## config.mk

```make
export PLATFORM = sky130hd
export DESIGN_NAME = m68k_bus_arbiter
export DESIGN_NICKNAME = d
export VERILOG_FILES = /design/src/rtl/m68k_bus_arbiter.sv
export SDC_FILE = /design/constraint.sdc
export NUM_CORES = 1
export LEC_CHECK = 0
export ABC_AREA = 1
export BUFFER_PORTS_ARGS = -buffer_cell sky130_fd_sc_hd__buf_4
export CAP_MARGIN = 5
export CORE_MARGIN = 2
export CORE_UTILIZATION = 40
export DETAILED_ROUTE_END_ITERATION = 8
export GPL_ROUTABILITY_DRIVEN = 0
export HOLD_SLACK_MARGIN = 0.03
export PLACE_DENSITY = 0.69
export REMOVE_ABC_BUFFERS = 1
export SLEW_MARGIN = 10
export SYNTH_ARGS = -nofsm -noshare
export SYNTH_HDL_FRONTEND = slang
export SYNTH_SLANG_ARGS = --single-unit
export TNS_END_PERCENT = 10
```

## constraint.sdc

```tcl
create_clock -name clk -period 1.76 [get_ports clk]
set_input_delay 0.352 -clock clk [delete_from_list [all_inputs] [get_ports clk]]
set_output_delay 0.352 -clock clk [all_outputs]
set_load 0.02 [all_outputs]
```

## src/rtl/m68k_bus_arbiter.sv

```systemverilog
// Shares the 68000 bus between the CPU and two alternate masters via BRn/BGn/BGACKn.
// Round-robin between masters, with an optional tenure limit that forces the bus back to the CPU.
module m68k_bus_arbiter #(
  parameter int unsigned MAX_HOLD = 256,
  parameter int unsigned CNT_W    = 9
) (
  input  logic       clk,
  input  logic       rst,
  input  logic [1:0] req,
  input  logic [1:0] mbusy,
  input  logic       BGn,
  input  logic       ASn,
  output logic       BRn,
  output logic       BGACKn,
  output logic [1:0] gnt,
  output logic       expire
);

  typedef enum logic [1:0] {
    IDLE    = 2'd0,
    REQ     = 2'd1,
    OWN     = 2'd2,
    RELEASE = 2'd3
  } state_t;

  localparam bit             HOLD_EN  = (MAX_HOLD != 0);
  localparam logic [CNT_W-1:0] HOLD_LIM = HOLD_EN ? CNT_W'(MAX_HOLD - 1) : '0;
  localparam logic [CNT_W-1:0] CNT_MAX  = {CNT_W{1'b1}};

  state_t           state, state_n;
  logic             sel, sel_n;
  logic             last, last_n;
  logic [CNT_W-1:0] cnt, cnt_n;
  logic             brn_n, bgackn_n, expire_n;
  logic [1:0]       gnt_n;

  // State and registered outputs
  always_ff @(posedge clk) begin
    if (rst) begin
      state  <= IDLE;
      sel    <= 1'b0;
      last   <= 1'b1;
      cnt    <= '0;
      BRn    <= 1'b1;
      BGACKn <= 1'b1;
      gnt    <= 2'b00;
      expire <= 1'b0;
    end else begin
      state  <= state_n;
      sel    <= sel_n;
      last   <= last_n;
      cnt    <= cnt_n;
      BRn    <= brn_n;
      BGACKn <= bgackn_n;
      gnt    <= gnt_n;
      expire <= expire_n;
    end
  end

  // Next-state and next-output logic
  always_comb begin
    state_n  = state;
    sel_n    = sel;
    last_n   = last;
    cnt_n    = cnt;
    brn_n    = BRn;
    bgackn_n = BGACKn;
    gnt_n    = gnt;
    expire_n = expire;

    case (state)
      IDLE: begin
        if (req != 2'b00) begin
          sel_n   = (req == 2'b11) ? ~last : req[1];
          brn_n   = 1'b0;
          state_n = REQ;
        end
      end

      REQ: begin
        if (!req[sel]) begin
          // Selected master withdrew: hand the pending request to the other one if it wants it
          if (req[~sel]) begin
            sel_n = ~sel;
          end else begin
            brn_n   = 1'b1;
            state_n = IDLE;
          end
        end else if (!BGn && ASn) begin
          bgackn_n = 1'b0;
          brn_n    = 1'b1;
          gnt_n    = sel ? 2'b10 : 2'b01;
          cnt_n    = '0;
          expire_n = HOLD_EN && (HOLD_LIM == '0);
          state_n  = OWN;
        end
      end

      OWN: begin
        cnt_n = (cnt == CNT_MAX) ? cnt : cnt + CNT_W'(1);
        if (!req[sel] || (expire && !mbusy[sel])) begin
          gnt_n    = 2'b00;
          bgackn_n = 1'b1;
          expire_n = 1'b0;
          state_n  = RELEASE;
        end else begin
          expire_n = HOLD_EN && (cnt_n >= HOLD_LIM);
        end
      end

      RELEASE: begin
        last_n  = sel;
        state_n = IDLE;
      end

      default: begin
        state_n = IDLE;
      end
    endcase
  end

endmodule

```

==> flow_summary.yaml <==
run_status:
  status: "complete, no violations"
critical_path:
  regToRegSetupSlack_ns: 0.18
  critPathLaunchType: "register"
  max_stage_delay_ns: 0.39
  cp_max_fo: 8
  endpoint_kind: "register"
  cp_data_arrival_time_ns: 1.82
  path_delay_family: "simple AND/OR/NAND/NOR gates"
  slowest_stage: "dfxtp_2"
  cp_num_cells: 11
  cp_cell_sequence: "ha_2, nand2_4, nor2_8, nand3_4, nand2_1, nand3_1, nor2_1, nand2_1, nand2_1, nand2_1, a21oi_2"
  worst-path-buf-inv: 0
  path_class: "register to register"
  crit_required_ns: 2.00
  path_common_cell: "nand2_1"
  r2r_cells: 11
clocking:
  cts-root-buf: "clkbuf_4"
  clk_pin_slew_ns: 0.10
  numCtsBuffers: 3
  clkSinkCount: 18
  cts_max_level: 1
  clkLatencyLatePin_ns: 0.29
  cts_hold_buf: 0
  cts_tree: "built"
  clk_path_buf_depth: 2
global_route:
  grt_pass1_vias: 870
  grt_usage_pct: 17.1
  grt-ovfl-total: 0
  grt_max_degree: 15
  grt_pass1_wl_mm: 3.68
  antenna_found_initial: 0
logic_synthesis:
  syn_inst: 161
  synth_most_common_cell: "nand2_1"
  muxShareOfSynthArea_pct: 0
  synthArstFlopShare_pct: 0
  synthTopCellsByCount: "nand2_1, dfxtp_1, nor2_1"
  synth_xor_area_share_pct: 0
  synth_top_family_by_area: "simple AND/OR/NAND/NOR gates"
  syn_area_per_cell_um2: 6.49
  synth_cell_type_count: 27
  yosys.area_share.simple_pct: 40.7
  synth_fa_ha_area_share_pct: 1.20
  synth-edff-count: 0
  ys_seq_area_share_pct: 34.5
  synth_compound_area_share_pct: 16.4
  synth_top_area_share_pct: 34.5
  synth_ff_type: "dfxtp_1"
  ys_ff_latch: 18
  synth_top_area_cell: "dfxtp_1"
  yosys_warnings: 0
  synth.cell_area_mm2: 0.00104
  synth_area_leaders: "dfxtp_1, nand2_1, a21oi_1"
power:
  pwr_density_cell_mw_per_mm2: 663
  p_leak_nw: 0.543
  ir_drop_mv: 0.451
cells_and_area:
  final_cell_count_no_fill: 207
  nNetsFinal: 187
  diodes: 0
  finalInstanceArea_mm2: 0.00122
  area_growth_pct: 17.1
  drive_gt1_share_pct: 18.6
drt:
  dr_total_vias: 1036
  drt_iter0_drc: 26
  routed_wl_mm: 2.20
  firstDrtPassIters: 4
  wl_per_cell_um: 10.6
  viasPerCell: 5.00
  drc: 0
  ant_nets: 0
timing:
  fmax_mhz: 633
  clock-skew-final_ns: 0.00318
  finalSetupViolCount: 0
  finalHoldViolCount: 0
  tightest_slew_ns: 0.287
  min_period_over_period_pct: 89.8
  slew_violations: 0
  period_minus_slack_ns: 1.58
  slew_headroom_pct: 80.6
  rsz0062_at_grt: "no"
  setup_tns_ns: 0
flow_run:
  maxCapViolCount: 0
placement:
  post_dp_cell_area_mm2: 0.00118
  dp.cells: 203
  numPortBuffers: 12
  hpwlAfterDp_mm: 1.76
floorplanning:
  io_pins: 13
  die_h_um: 55.1
  initial_utilization_pct: 42.2
  core_area_mm2: 0.00248
  die_w_um: 55.1
  die_area_mm2: 0.00304
  rows: 18
min_path:
  hp-class: "input pin to register"
  hold_depth: 2
[per-stage QoR]
step / setup WS (ns) / hold WS (ns) / util [%] / power [W]
after detailed placement: 0.0926 / 0.460 / 47.6 / 0.000568
after floorplan: 0.264 / 0.414 / - / 0.000522
final: 0.180 / 0.306 / 49.4 / 0.000811
after global routing: 0.0114 / 0.300 / 49.4 / 0.000858
after CTS: 0.0694 / 0.299 / 49.1 / 0.000819
after global placement: 0.166 / 0.455 / 47.6 / 0.000565
[layer usage]
layer  track usage (%)  up-vias  share of wire [%]
met1              21.0      458                 46
li1                  -      556                  -
met4              6.10        0                1.4
met3              4.30        4                3.9
met2              28.8       18                 48
met5                 0        -                  0
[layout by cell type, fill, tap and decap left out]
cell      synthesis  routed
a21oi_1          14      14
nand3_4           1       1
inv_1            13      13
o21ai_2           0       1
nand4_1           4       4
o21ai_1           2       1
a31oi_1           1       1
clkbuf_8          0       1
nand3_1          11      11
buf_4             0      14
o21bai_1          2       2
dfxtp_1          18      17
o21ai_0           4       4
a22oi_1           1       1
nor2_8            1       1
nand2_4           1       1
o211ai_1          1       1
o311ai_0          1       1
nor3_1            1       1
nor2_4            1       1
nand2_1          56      56
a21o_2            1       1
dfxtp_2           0       1
a31o_2            1       1
or2_1             1       1
inv_2             5       5
clkbuf_4          0       3
nand3b_1          1       1
ha_2              0       1
a21oi_2           1       1
nor2_1           15      15
[power by group]
part	switching, W	internal [W]
Sequential	0.0000148	0.000422
Combinational	0.0000722	0.0000484
Clock	0.000127	0.000126
Total	0.000214	0.000597
[kinds of logic after synthesis]
kind of cell / after synthesis
and+or+nand+nor: 93
AOI/OAI and AO/OA: 29
buffers and inverters: 20
DFF: 18
adders and majority gates: 1
[final timing paths]
path / to / start
max reg2reg: expire / cnt[0]
min reg2reg: gnt[1] / gnt[1]
max: expire / cnt[0]
min: expire / rst
[cell type report]
type	count	area, um^2
Multi-Input combinational cell	123	616
Timing Repair Buffer	14	105
Clock buffer	4	36.3
Fill cell	264	1250
Inverter	18	67.6
Sequential cell	18	362
Tap cell	30	37.5
[sequential cells by signal, indices dropped and copies added (netlist names), named ones only]
signal and cells:
cnt 9, last 1, expire 1, gnt 2, state 1, BRn 1, sel 1, BGACKn 1
[what timing repair did]
| action | in CTS | in global routing |
|---|---|---|
| resized for setup | 0 | 3 |
| setup buffers | 0 | 0 |
| endpoints found under the setup margin | 0 | 1 |
(Power assumes the default switching activity.)
